--- src/rtl/csa_pkg.sv ---
// Shared types and elaboration helpers for the digit-serial carry-save resolver.
package csa_pkg;

  typedef enum logic [1:0] {
    IDLE = 2'd0,
    RUN  = 2'd1,
    DONE = 2'd2
  } state_t;

  // Ceiling log2, evaluated at elaboration time.
  function automatic int unsigned clog2(input int unsigned v);
    int unsigned r;
    r = 0;
    while ((32'd1 << r) < v) r++;
    return r;
  endfunction

  // Number of digit cycles per operation.
  function automatic int unsigned num_digits(input int unsigned w, input int unsigned d);
    return w / d;
  endfunction

  // Digit counter width, never narrower than one bit.
  function automatic int unsigned cnt_width(input int unsigned n);
    return (n > 1) ? clog2(n) : 32'd1;
  endfunction

endpackage

--- src/rtl/csa_digit_add.sv ---
// One DIGIT-wide ripple of full adders; purely combinational.
module csa_digit_add #(
  parameter int unsigned DIGIT = 2
) (
  input  logic [DIGIT-1:0] a,
  input  logic [DIGIT-1:0] b,
  input  logic             cin,
  output logic [DIGIT-1:0] s,
  output logic             cout
);

  // Ripple the carry through the digit, LSB first.
  always_comb begin
    logic c;
    s = '0;
    c = cin;
    for (int i = 0; i < int'(DIGIT); i++) begin
      s[i] = a[i] ^ b[i] ^ c;
      c    = (a[i] & b[i]) | (c & (a[i] ^ b[i]));
    end
    cout = c;
  end

endmodule

--- src/rtl/csa_resolve_serial.sv ---
// Digit-serial carry-propagate stage: resolves {sum, carry} into binary, DIGIT bits per clock.
module csa_resolve_serial
  import csa_pkg::*;
#(
  parameter int unsigned W     = 8,
  parameter int unsigned DIGIT = 2
) (
  input  logic         clk,
  input  logic         rst_n,
  input  logic         in_valid,
  output logic         in_ready,
  input  logic [W-1:0] in_sum,
  input  logic [W-1:0] in_carry,
  output logic         out_valid,
  input  logic         out_ready,
  output logic [W:0]   out_result
);

  localparam int unsigned N  = num_digits(W, DIGIT);
  localparam int unsigned CW = cnt_width(N);

  // Reject digit sizes that do not tile the operand exactly.
  if ((DIGIT < 1) || (DIGIT > W) || ((W % DIGIT) != 0)) begin : g_bad_digit
    $error("csa_resolve_serial: DIGIT must be in 1..W and divide W");
  end

  state_t           state_q;
  logic [W-1:0]     sum_q;
  logic [W-1:0]     car_q;
  logic [W:0]       res_q;
  logic [CW-1:0]    cnt_q;
  logic             cy_q;
  logic [DIGIT-1:0] dig_s;
  logic             dig_cout;

  csa_digit_add #(.DIGIT(DIGIT)) u_digit_add (
    .a    (sum_q[DIGIT-1:0]),
    .b    (car_q[DIGIT-1:0]),
    .cin  (cy_q),
    .s    (dig_s),
    .cout (dig_cout)
  );

  assign out_result = res_q;

  // Control FSM with registered handshakes; datapath advances one digit per RUN cycle.
  always_ff @(posedge clk or negedge rst_n) begin
    if (!rst_n) begin
      state_q   <= IDLE;
      in_ready  <= 1'b1;
      out_valid <= 1'b0;
      sum_q     <= '0;
      car_q     <= '0;
      res_q     <= '0;
      cnt_q     <= '0;
      cy_q      <= 1'b0;
    end else begin
      case (state_q)
        IDLE: begin
          if (in_valid) begin
            sum_q    <= in_sum;
            car_q    <= in_carry;
            res_q    <= '0;
            cnt_q    <= '0;
            cy_q     <= 1'b0;
            in_ready <= 1'b0;
            state_q  <= RUN;
          end
        end
        RUN: begin
          res_q[int'(cnt_q) * DIGIT +: DIGIT] <= dig_s;
          cy_q  <= dig_cout;
          sum_q <= sum_q >> DIGIT;
          car_q <= car_q >> DIGIT;
          if (cnt_q == CW'(N - 1)) begin
            res_q[W]  <= dig_cout;
            cnt_q     <= '0;
            out_valid <= 1'b1;
            state_q   <= DONE;
          end else begin
            cnt_q <= cnt_q + CW'(1);
          end
        end
        DONE: begin
          if (out_ready) begin
            out_valid <= 1'b0;
            in_ready  <= 1'b1;
            state_q   <= IDLE;
          end
        end
        default: begin
          out_valid <= 1'b0;
          in_ready  <= 1'b1;
          state_q   <= IDLE;
        end
      endcase
    end
  end

endmodule

--- config.mk ---
export PLATFORM = sky130hd
export DESIGN_NAME = csa_resolve_serial
export DESIGN_NICKNAME = d
export VERILOG_FILES = /design/src/rtl/csa_pkg.sv /design/src/rtl/csa_digit_add.sv /design/src/rtl/csa_resolve_serial.sv
export SDC_FILE = /design/constraint.sdc
export NUM_CORES = 1
export LEC_CHECK = 0
export ABC_AREA = 1
export BUFFER_PORTS_ARGS = -buffer_cell sky130_fd_sc_hd__buf_2
export CORE_MARGIN = 4
export CORE_UTILIZATION = 59
export DETAILED_ROUTE_END_ITERATION = 10
export PLACE_DENSITY = 0.95
export SETUP_SLACK_MARGIN = 0.05
export SYNTH_ARGS = -nofsm -noshare
export SYNTH_HDL_FRONTEND = slang
export SYNTH_HIERARCHICAL = 1
export SYNTH_SLANG_ARGS = --single-unit
--- constraint.sdc ---
create_clock -name clk -period 4.8 [get_ports clk]
set_input_delay 0.96 -clock clk [delete_from_list [all_inputs] [get_ports clk]]
set_output_delay 0.96 -clock clk [all_outputs]
set_load 0.005 [all_outputs]
; ---- Yosys cells after proc, flatten, opt, wreduce, memory -nomap -nowiden
; Cells that the tools add are included.
[totals]
register_bits = 32
input_bits = 20
out_inout_bits = 11
elab_cells = 58
[classes]
n_addsub = 2
n_eq_ne = 6
shift = 2
n_mux = 22
bitwise = 12
reduce_logical = 6
[ops]
columns = cell, count
row1 = 3-bit negation with 34-bit output, 1
row2 = 2-bit by 34-bit variable shift with 9-bit output (first input constant), 1
row3 = 2-bit by 34-bit variable part select with 9-bit output, 1
row4 = 8-bit case mux with 2 select lines, 2
row5 = 9-bit case mux with 2 select lines, 1
row6 = 8-bit 2-to-1 mux, 2
row7 = 2-bit 2-to-1 mux, 5
row8 = 9-bit bitwise mux, 1
row9 = 9-bit 2-to-1 mux, 1
row10 = 3-bit AND reduction, 3
row11 = 2-bit != test (second input constant), 3
row12 = 1-bit case mux with 3 select lines, 2
row13 = 2-bit case mux with 3 select lines, 1
row14 = 1-bit 2-to-1 mux, 5
row15 = 1-bit AND, 4
row16 = 2-bit equality test (second input constant), 2
row17 = 2-bit case mux with 2 select lines, 1
row18 = 1-bit bitwise XOR, 4
row19 = 2-bit by 1-bit adder with 2-bit output (second input constant), 1
row20 = 2-bit by 1-bit equality test with 1-bit output (second input constant), 1
row21 = 2-bit zero test, 1
row22 = 1-bit inverter, 2
row23 = 1-bit bitwise OR, 2
row24 = 1-bit case mux with 2 select lines, 1
row25 = 2 further kinds, 2

; ---- Logic depth before layout (Yosys ltp)
; Gate-level depths: netlist of the first run.
[logic_depth]
ltp_word = 8
ltp_mapped = 9
ltp_nobuf = 9

; ---- Modules after synthesis
; Netlist of the first run, hierarchy kept.
[modules_own_cells]
columns = module, instances, cells_per_inst, area_per_inst_um2, seq_area_each_um2
row1 = csa_resolve_serial, 1, 182, 1649.1, 802.0
row2 = csa_digit_add, 1, 10, 70.1, 0.0

; ---- Worst setup path after synthesis of the first run
; Ideal clock, no wire load.
[synth_timing]
kind = register -> register
from = reg sum_q[0]
to = reg res_q[5] (netlist: out_result[5])
arrival_time_ps = 1618
t_required_ps = 4735
path_slack_ps = 3117
stages_incl_launch_ff = 9
path_buffers = 0
path_cell_list = dfrtp_1 > inv_1 > fa_1 > fa_1 > inv_1 > inv_1 > nor3_1 > nand3_1 > nand2_1
[synth_between]
elab_chain_len = 7
[synth_rtl]
columns = item, line_no
row1 = "start, declared", csa_resolve_serial.sv:28  ; logic [W-1:0] sum_q;
row2 = "start signal, assigned", csa_resolve_serial.sv:61  ; sum_q <= in_sum;
row3 = "start signal, assigned", csa_resolve_serial.sv:73  ; sum_q <= sum_q >> DIGIT;
row4 = 1-bit bitwise XOR, csa_digit_add.sv:19  ; c = (a[i] & b[i]) | (c & (a[i] ^ b[i]));
row5 = 1-bit AND, csa_digit_add.sv:19
row6 = 1-bit bitwise OR *, csa_digit_add.sv:19
row7 = 1-bit bitwise XOR *, csa_digit_add.sv:18  ; s[i] = a[i] ^ b[i] ^ c;
row8 = via dig_s[1], csa_resolve_serial.sv:33  ; logic [DIGIT-1:0] dig_s;
row9 = 2-bit by 34-bit variable part select with 9-bit output *, csa_resolve_serial.sv:71  ; res_q[int'(cnt_q) * DIGIT +: DIGIT] <= dig_s;
row10 = 9-bit bitwise mux *, csa_resolve_serial.sv:71
row11 = 9-bit case mux with 2 select lines *, csa_resolve_serial.sv:58  ; case (state_q)
row12 = "end signal, assigned by index", csa_resolve_serial.sv:71
row13 = "end signal, assigned by index", csa_resolve_serial.sv:76  ; res_q[W] <= dig_cout;
row14 = "end, declared", csa_resolve_serial.sv:30  ; logic [W:0] res_q;
; The timed path passes the listed nets; every way through them passes the cells marked *.
; A chain may end at the register's enable or synchronous reset.

; ---- Final worst setup path of the first run
[layout_timing]
from = reg in_ready
to = out in_ready
[layout_rtl]
columns = item, line_no
row1 = "start, declared", csa_resolve_serial.sv:11  ; output logic in_ready,
row2 = "start signal, assigned", csa_resolve_serial.sv:50  ; in_ready <= 1'b1;
row3 = "start signal, assigned", csa_resolve_serial.sv:66  ; in_ready <= 1'b0;
row4 = "start signal, assigned", csa_resolve_serial.sv:87  ; in_ready <= 1'b1;
; No word-level cell between the ends.

==> results of run 1 <==
[per-layer routing]
metal / routed length (um) / up-vias / share of wire, %
met2: 1700 / 37 / 49
met1: 1450 / 696 / 42
li1: - / 696 / -
met4: 65 / 0 / 1.9
met3: 232 / 9 / 6.7
met5: 0 / - / 0
[cells in the mapped netlist (all sizes together)]
library cell | count | area share (%)
o21ai | 37 | 14
dfstp | 1 | 1.5
buf | 7 | 3.4
o22ai | 1 | 0.36
dfrtp | 31 | 45
nand2 | 35 | 10
nand3 | 30 | 9.0
inv | 21 | 4.6
nand4 | 2 | 0.73
nor3 | 3 | 0.87
ha | 5 | 3.6
nor2 | 17 | 4.1
fa | 2 | 2.3
[power by group]
group / switching [mW] / internal (mW) / leakage [nW]
logic: 0.483 / 0.247 / 0.530
registers: 0.0779 / 0.388 / 0.409
clock network: 0.0877 / 0.0722 / 0.0326
total: 0.648 / 0.707 / 0.972
[stage by stage]
stage / utilization [%] / instance area (sq um) / hold slack (ps) / std cells
floorplan: - / 1720 / 463 / 192
global placement: 66.5 / 1850 / 463 / 246
detailed placement: 66.5 / 1850 / 469 / 246
CTS: 68.6 / 1910 / 494 / 254
global route: 68.6 / 1910 / 507 / 254
finish: 68.6 / 1910 / 491 / 254
[state kept, by name (all words and copies together) (netlist names)]
register / cells
out_valid: 1
cnt_q: 2
state_q: 2
out_result: 9
car_q: 8
sum_q: 8
in_ready: 1
cy_q: 1
[area by class of cell]
cell class,count,area (sq um),share of cell area [%]
Timing Repair Buffer,30,150,7.87
Inverter,21,78.8,4.13
Sequential cell,32,802,42.0
Multi-Input combinational cell,132,779,40.9
Tap cell,31,38.8,2.03
Clock buffer,8,58.8,3.08
[cell families (layout without fill, tap and decap cells)]
family,count (synthesis),count (layout),share of synthesized area (%)
AOI/OAI and AO/OA,38,38,14.2
adders and majority gates,7,7,5.97
buffers and inverters,28,59,8.01
DFF,32,32,46.7
and+or+nand+nor,87,87,25.2
[worst max-delay path by stage]
stage / endpoint / slack [ps] / cells past startpoint
2_1_floorplan: out_result[5] / 3120 / 8
3_3_place_gp: out_result[1] / 2940 / 6
3_5_place_dp: out_result[4] / 2910 / 6
4_1_cts: in_ready / 2850 / 1
5_1_grt: in_ready / 2820 / 1
6_report: in_ready / 2860 / 1
==> impl_results.rst, run 1 <==
.. list-table::
   :header-rows: 1

   * - Metric
     - Value
   * - Outcome
     - finished clean
   * - Setup repair after global routing missed its margin
     - no
   * - Met2 track demand over resource
     - 31.5%
   * - Worst hold path cell count
     - 2
   * - Maximum clock frequency
     - 0.517 GHz
   * - Grt total ovfl
     - 0
   * - Worst-case register-to-register setup slack
     - 3000 ps
   * - Longest individual stage delay on the worst path
     - 540 ps
   * - Number of max-cap violations
     - 0
   * - Skew-Pair Late Insertion Delay
     - 330 ps
   * - Slew Limit Fails
     - 0
   * - Number of clock sinks
     - 32
   * - Total power draw
     - 1.35 mW
   * - Timing startpoint of the critical path
     - in_ready
   * - Post-Synthesis Cells
     - 192
   * - Post-CTS Setup Repair Bufs
     - 0
   * - Worst Setup Slack, final
     - 2860 ps
   * - Class of the most critical setup path
     - reg2out
   * - # setup viols final
     - 0
   * - Place WS
     - 2910 ps
   * - Synth-to-layout area growth
     - 11.0%
   * - Worst clock skew on the final layout
     - 4.84 ps
   * - Max-slew headroom at the worst pin
     - 54.0%
   * - Critical Path RT
     - 3840 ps
   * - Worst path top cell family by delay
     - flip-flops
   * - Ratio of cells with drive above 1 in the final layout
     - 26.9%
   * - DRT antenna net count
     - 0
   * - Die outline height
     - 62.0 um
   * - Crit path DAT
     - 980 ps
   * - FILL cells
     - 217
   * - Horizontal extent of the die
     - 62.0 um
   * - Total count of hold-check failures in the final report
     - 0
   * - Leakage Power
     - 0.972 nW
   * - Library cells used by synthesis
     - 24
   * - Reg2reg start
     - sum_q[0]
   * - Overall routing resource usage
     - 21.0%
   * - Critical path buffers and inverters
     - 1
   * - Sum Neg Setup Slack
     - 0 ps
   * - Number of instances resized during post-cts repair
     - 0
   * - Flip-flop and latch count after synthesis
     - 32
   * - Seq/Total Area, Yosys
     - 46.7%
   * - DRC errors left
     - 0
   * - Worst VDD drop
     - 0.589 mV
   * - Number of buffers on the longest clock path
     - 2
   * - Net count after synthesis
     - 219
   * - TritonCTS clock tree
     - built
   * - Nature of the critical path startpoint
     - flip-flop
   * - Cell with the largest stage delay on the worst path
     - sky130_fd_sc_hd__dfstp_2
   * - Min-Delay Startpoint
     - out_result[2]
   * - WL final
     - 3450 um
   * - Routability cong.
     - 0.863
   * - Antenna diode count
     - 0
   * - Hpwl dp
     - 2360 um
   * - Port buffer count
     - 30
   * - Commonest non-fill, non-tap cells in the layout
     - sky130_fd_sc_hd__dfrtp_1 (31), sky130_fd_sc_hd__buf_2 (30), sky130_fd_sc_hd__nand3_1 (29), sky130_fd_sc_hd__nand2_1 (29), sky130_fd_sc_hd__inv_1 (20)
   * - Root buf cell
     - sky130_fd_sc_hd__clkbuf_4
   * - Die area
     - 0.00384 sq mm
   * - Area of the mapped netlist
     - 0.00172 sq mm
   * - Quantity of hold-fixing buffers added after cts
     - 0
   * - Synthesized area divided by synthesized cell count
     - 8.95 sq um
   * - Core Rows
     - 19
   * - Area of the core
     - 0.00278 sq mm
   * - Vias after detailed routing
     - 1438
   * - Synthesis Warnings
     - 6
   * - DR iter-0 viols
     - 81
   * - Initial cell density of the core
     - 61.8%
   * - Worst hold path endpoint
     - out_result[2]
   * - First-pass GRT wire length
     - 5820 um
   * - Transition time at the pin with the least slew margin
     - 690 ps
   * - Ordered cell list for the critical path
     - buf_2
   * - Pin count of the biggest net entering global routing
     - 33
   * - Critical path peak fanout
     - 2
   * - Vias in the first global route
     - 1324
   * - Clock slew at the register clock pins of the worst setup and hold paths
     - 90 ps
   * - DR vias/cell
     - 5.66
   * - M3 GR Usage
     - 7.23%
   * - Final worst-path cycle share
     - 40.3%
   * - Count of nets after finishing
     - 249
   * - Worst reg2reg endpoint
     - out_result[5]
   * - Layer with the highest usage after global routing
     - met2
   * - Most common cell after layout, fill and taps aside
     - sky130_fd_sc_hd__dfrtp_1
   * - CTS H-Tree Depth
     - 2
   * - IO Pins
     - 31
   * - Met1 Track Usage GR
     - 27.4%
   * - Min-delay worst type
     - reg2reg
   * - Number of CTS-inserted buffers
     - 5
   * - Antenna violations before repair
     - 0
   * - Router iterations before antenna repair
     - 4
   * - Worst Reg2Reg Path Length in Cells
     - 8
   * - Min Clock Period, post-route
     - 1940 ps
   * - Power per Cell Area
     - 710 mW/mm^2
   * - Nature of the critical path endpoint
     - primary output
   * - Routed length per instance
     - 13.6 um
Note: power is estimated with default switching activity, not from simulation.
==> inputs of run 2 (changes only) <==
--- a/config.mk
+++ b/config.mk
@@ -8,9 +8,9 @@
 export ABC_AREA = 1
 export BUFFER_PORTS_ARGS = -buffer_cell sky130_fd_sc_hd__buf_2
 export CORE_MARGIN = 4
-export CORE_UTILIZATION = 59
+export CORE_UTILIZATION = 55
 export DETAILED_ROUTE_END_ITERATION = 10
-export PLACE_DENSITY = 0.95
+export PLACE_DENSITY = 0.91
 export SETUP_SLACK_MARGIN = 0.05
 export SYNTH_ARGS = -nofsm -noshare
 export SYNTH_HDL_FRONTEND = slang
==> constraint.sdc (replaced) <==
create_clock -name clk -period 2 [get_ports clk]
set_input_delay 0.4 -clock clk [delete_from_list [all_inputs] [get_ports clk]]
set_output_delay 0.4 -clock clk [all_outputs]
set_load 0.005 [all_outputs]
==> impl_results.rst, run 2 (same netlist as run 1, synthesis figures left out) <==
.. list-table::
   :header-rows: 1

   * - Metric
     - Value
   * - Outcome
     - finished clean (unchanged)
   * - Die outline height
     - 63.9 um (was 62.0 um)
   * - Nature of the critical path startpoint
     - flip-flop (unchanged)
   * - Number of CTS-inserted buffers
     - 5 (unchanged)
   * - Worst path top cell family by delay
     - adder cells (was flip-flops)
   * - Min Clock Period, post-route
     - 1800 ps
   * - Worst VDD drop
     - 1.19 mV (was 0.589 mV)
   * - Layer with the highest usage after global routing
     - met2 (unchanged)
   * - Die area
     - 0.00408 sq mm (was 0.00384 sq mm)
   * - Reg2reg start
     - sum_q[0] (unchanged)
   * - Routability cong.
     - 0.877 (was 0.863)
   * - Worst-case register-to-register setup slack
     - 200 ps (was 3000 ps)
   * - DR vias/cell
     - 5.28 (was 5.66)
   * - Hpwl dp
     - 2460 um (was 2360 um)
   * - Timing startpoint of the critical path
     - sum_q[0] (was in_ready)
   * - WL final
     - 3470 um (was 3450 um)
   * - Number of max-cap violations
     - 0 (unchanged)
   * - Crit path DAT
     - 2090 ps (was 980 ps)
   * - Core Rows
     - 20 (was 19)
   * - Most common cell after layout, fill and taps aside
     - sky130_fd_sc_hd__dfrtp_1 (unchanged)
   * - Horizontal extent of the die
     - 63.9 um (was 62.0 um)
   * - Post-CTS Setup Repair Bufs
     - 0 (unchanged)
   * - Worst Reg2Reg Path Length in Cells
     - 8 (unchanged)
   * - DRT antenna net count
     - 0 (unchanged)
   * - Quantity of hold-fixing buffers added after cts
     - 0 (unchanged)
   * - Slew Limit Fails
     - 0 (unchanged)
   * - Critical Path RT
     - 2290 ps (was 3840 ps)
   * - Pin count of the biggest net entering global routing
     - 33 (unchanged)
   * - Met1 Track Usage GR
     - 22.9% (was 27.4%)
   * - Place WS
     - 223 ps (was 2910 ps)
   * - Number of instances resized during post-cts repair
     - 0 (unchanged)
   * - Grt total ovfl
     - 0 (unchanged)
   * - # setup viols final
     - 0 (unchanged)
   * - Critical path buffers and inverters
     - 3 (was 1)
   * - Root buf cell
     - sky130_fd_sc_hd__clkbuf_4 (unchanged)
   * - Number of buffers on the longest clock path
     - 2 (unchanged)
   * - IO Pins
     - 31 (unchanged)
   * - M3 GR Usage
     - 6.85% (was 7.23%)
   * - Router iterations before antenna repair
     - 4 (unchanged)
   * - Sum Neg Setup Slack
     - 0 ps (unchanged)
   * - Port buffer count
     - 30 (unchanged)
   * - Leakage Power
     - 0.983 nW (was 0.972 nW)
   * - Number of clock sinks
     - 32 (unchanged)
   * - Clock slew at the register clock pins of the worst setup and hold paths
     - 100 ps (was 90 ps)
   * - Max-slew headroom at the worst pin
     - 52.9% (was 54.0%)
   * - Total count of hold-check failures in the final report
     - 0 (unchanged)
   * - DR iter-0 viols
     - 70 (was 81)
   * - TritonCTS clock tree
     - built (unchanged)
   * - Longest individual stage delay on the worst path
     - 430 ps (was 540 ps)
   * - Skew-Pair Late Insertion Delay
     - 340 ps (was 330 ps)
   * - Maximum clock frequency
     - 0.556 GHz
   * - Count of nets after finishing
     - 250 (was 249)
   * - Vias in the first global route
     - 1364 (was 1324)
   * - Transition time at the pin with the least slew margin
     - 707 ps (was 690 ps)
   * - Min-delay worst type
     - in2async (was reg2reg)
   * - Ratio of cells with drive above 1 in the final layout
     - 28.1% (was 26.9%)
   * - Met2 track demand over resource
     - 30.6% (was 31.5%)
   * - Setup repair after global routing missed its margin
     - no (unchanged)
   * - Ordered cell list for the critical path
     - inv_1 -> fa_1 -> fa_1 -> inv_1 -> inv_1 -> nor3_1 -> nand3_1 -> nand2_1 (was buf_2)
   * - Area of the core
     - 0.00303 sq mm (was 0.00278 sq mm)
   * - Initial cell density of the core
     - 56.8% (was 61.8%)
   * - Fraction of the core area covered by cells at the end of the flow
     - 63.9% (was 68.6%)
   * - Nature of the critical path endpoint
     - flip-flop (was primary output)
   * - Final worst-path cycle share
     - 90.0%
   * - Vias after detailed routing
     - 1415 (was 1438)
   * - Synth-to-layout area growth
     - 12.5% (was 11.0%)
   * - CTS H-Tree Depth
     - 2 (unchanged)
   * - Class of the most critical setup path
     - reg2reg (was reg2out)
   * - Number of logic stages on the critical path including buffering
     - 8 (was 1)
   * - Cell with the most instances on the worst path
     - sky130_fd_sc_hd__inv_1
   * - DRC errors left
     - 0 (unchanged)
   * - Worst Setup Slack, final
     - 200 ps (was 2860 ps)
   * - Antenna diode count
     - 0 (unchanged)
   * - Worst clock skew on the final layout
     - 7.68 ps (was 4.84 ps)
   * - Flip-flop count of the largest register, all copies and words added
     - 9 (unchanged)
   * - Routed length per instance
     - 12.9 um (was 13.6 um)
   * - First-pass GRT wire length
     - 6020 um (was 5820 um)
   * - Antenna violations before repair
     - 0 (unchanged)
   * - Total power draw
     - 3.26 mW (was 1.35 mW)
   * - Power per Cell Area
     - 1690 mW/mm^2 (was 710 mW/mm^2)
   * - Worst reg2reg endpoint
     - out_result[5] (unchanged)
   * - Cell with the largest stage delay on the worst path
     - sky130_fd_sc_hd__fa_1 (was sky130_fd_sc_hd__dfstp_2)
   * - Overall routing resource usage
     - 19.0% (was 21.0%)
   * - Critical path peak fanout
     - 2 (unchanged)
   * - Commonest non-fill, non-tap cells in the layout
     - sky130_fd_sc_hd__dfrtp_1 (31), sky130_fd_sc_hd__buf_2 (30), sky130_fd_sc_hd__nand3_1 (29), sky130_fd_sc_hd__nand2_1 (29), sky130_fd_sc_hd__inv_1 (20) (unchanged)
[run 2: cell types whose count changed in the layout (fill, tap and decap cells not counted)]
| cell | delta |
|---|---|
| sky130_fd_sc_hd__clkbuf_1 | -2 |
| sky130_fd_sc_hd__clkinv_2 | +2 |
| sky130_fd_sc_hd__buf_4 | +1 |
[run 2: how the worst max path moves through the flow]
| stage | endpoint |
|---|---|
| after floorplan | out_result[5] |
| after global placement | out_result[5] |
| after detailed placement | out_result[5] |
| after CTS | out_result[5] |
| after global routing | out_result[5] |
| final | out_result[5] |
[run 2: per-layer routing]
layer  vias to the layer above  wire (um)
li1                        694          -
met1                       663       1420
met2                        51       1700
met3                         7        293
met4                         0         56
met5                         -          0
[run 2: final cells by class]
cell class / instances / area, sq um
multi-input combinational: 132 / 779
fill: 269 / 1090
timing repair buffer: 31 / 158
sequential: 32 / 802
tap: 44 / 55.1
clock buffer: 6 / 51.3
clock inverter: 2 / 10.0
inverter: 21 / 78.8
[run 2: stage by stage]
step | cells | instance area (sq um) | hold slack, ps
after CTS | 268 | 1930 | 108
after global routing | 268 | 1930 | 138
after floorplan | 192 | 1720 | 104
after global placement | 260 | 1870 | 458
final | 268 | 1930 | 95.9
after detailed placement | 260 | 1870 | 469
[run 2: power breakdown]
part / internal, mW / switching (mW) / leakage [nW]
clock network: 0.167 / 0.228 / 0.0380
registers: 0.930 / 0.179 / 0.409
logic: 0.604 / 1.15 / 0.535
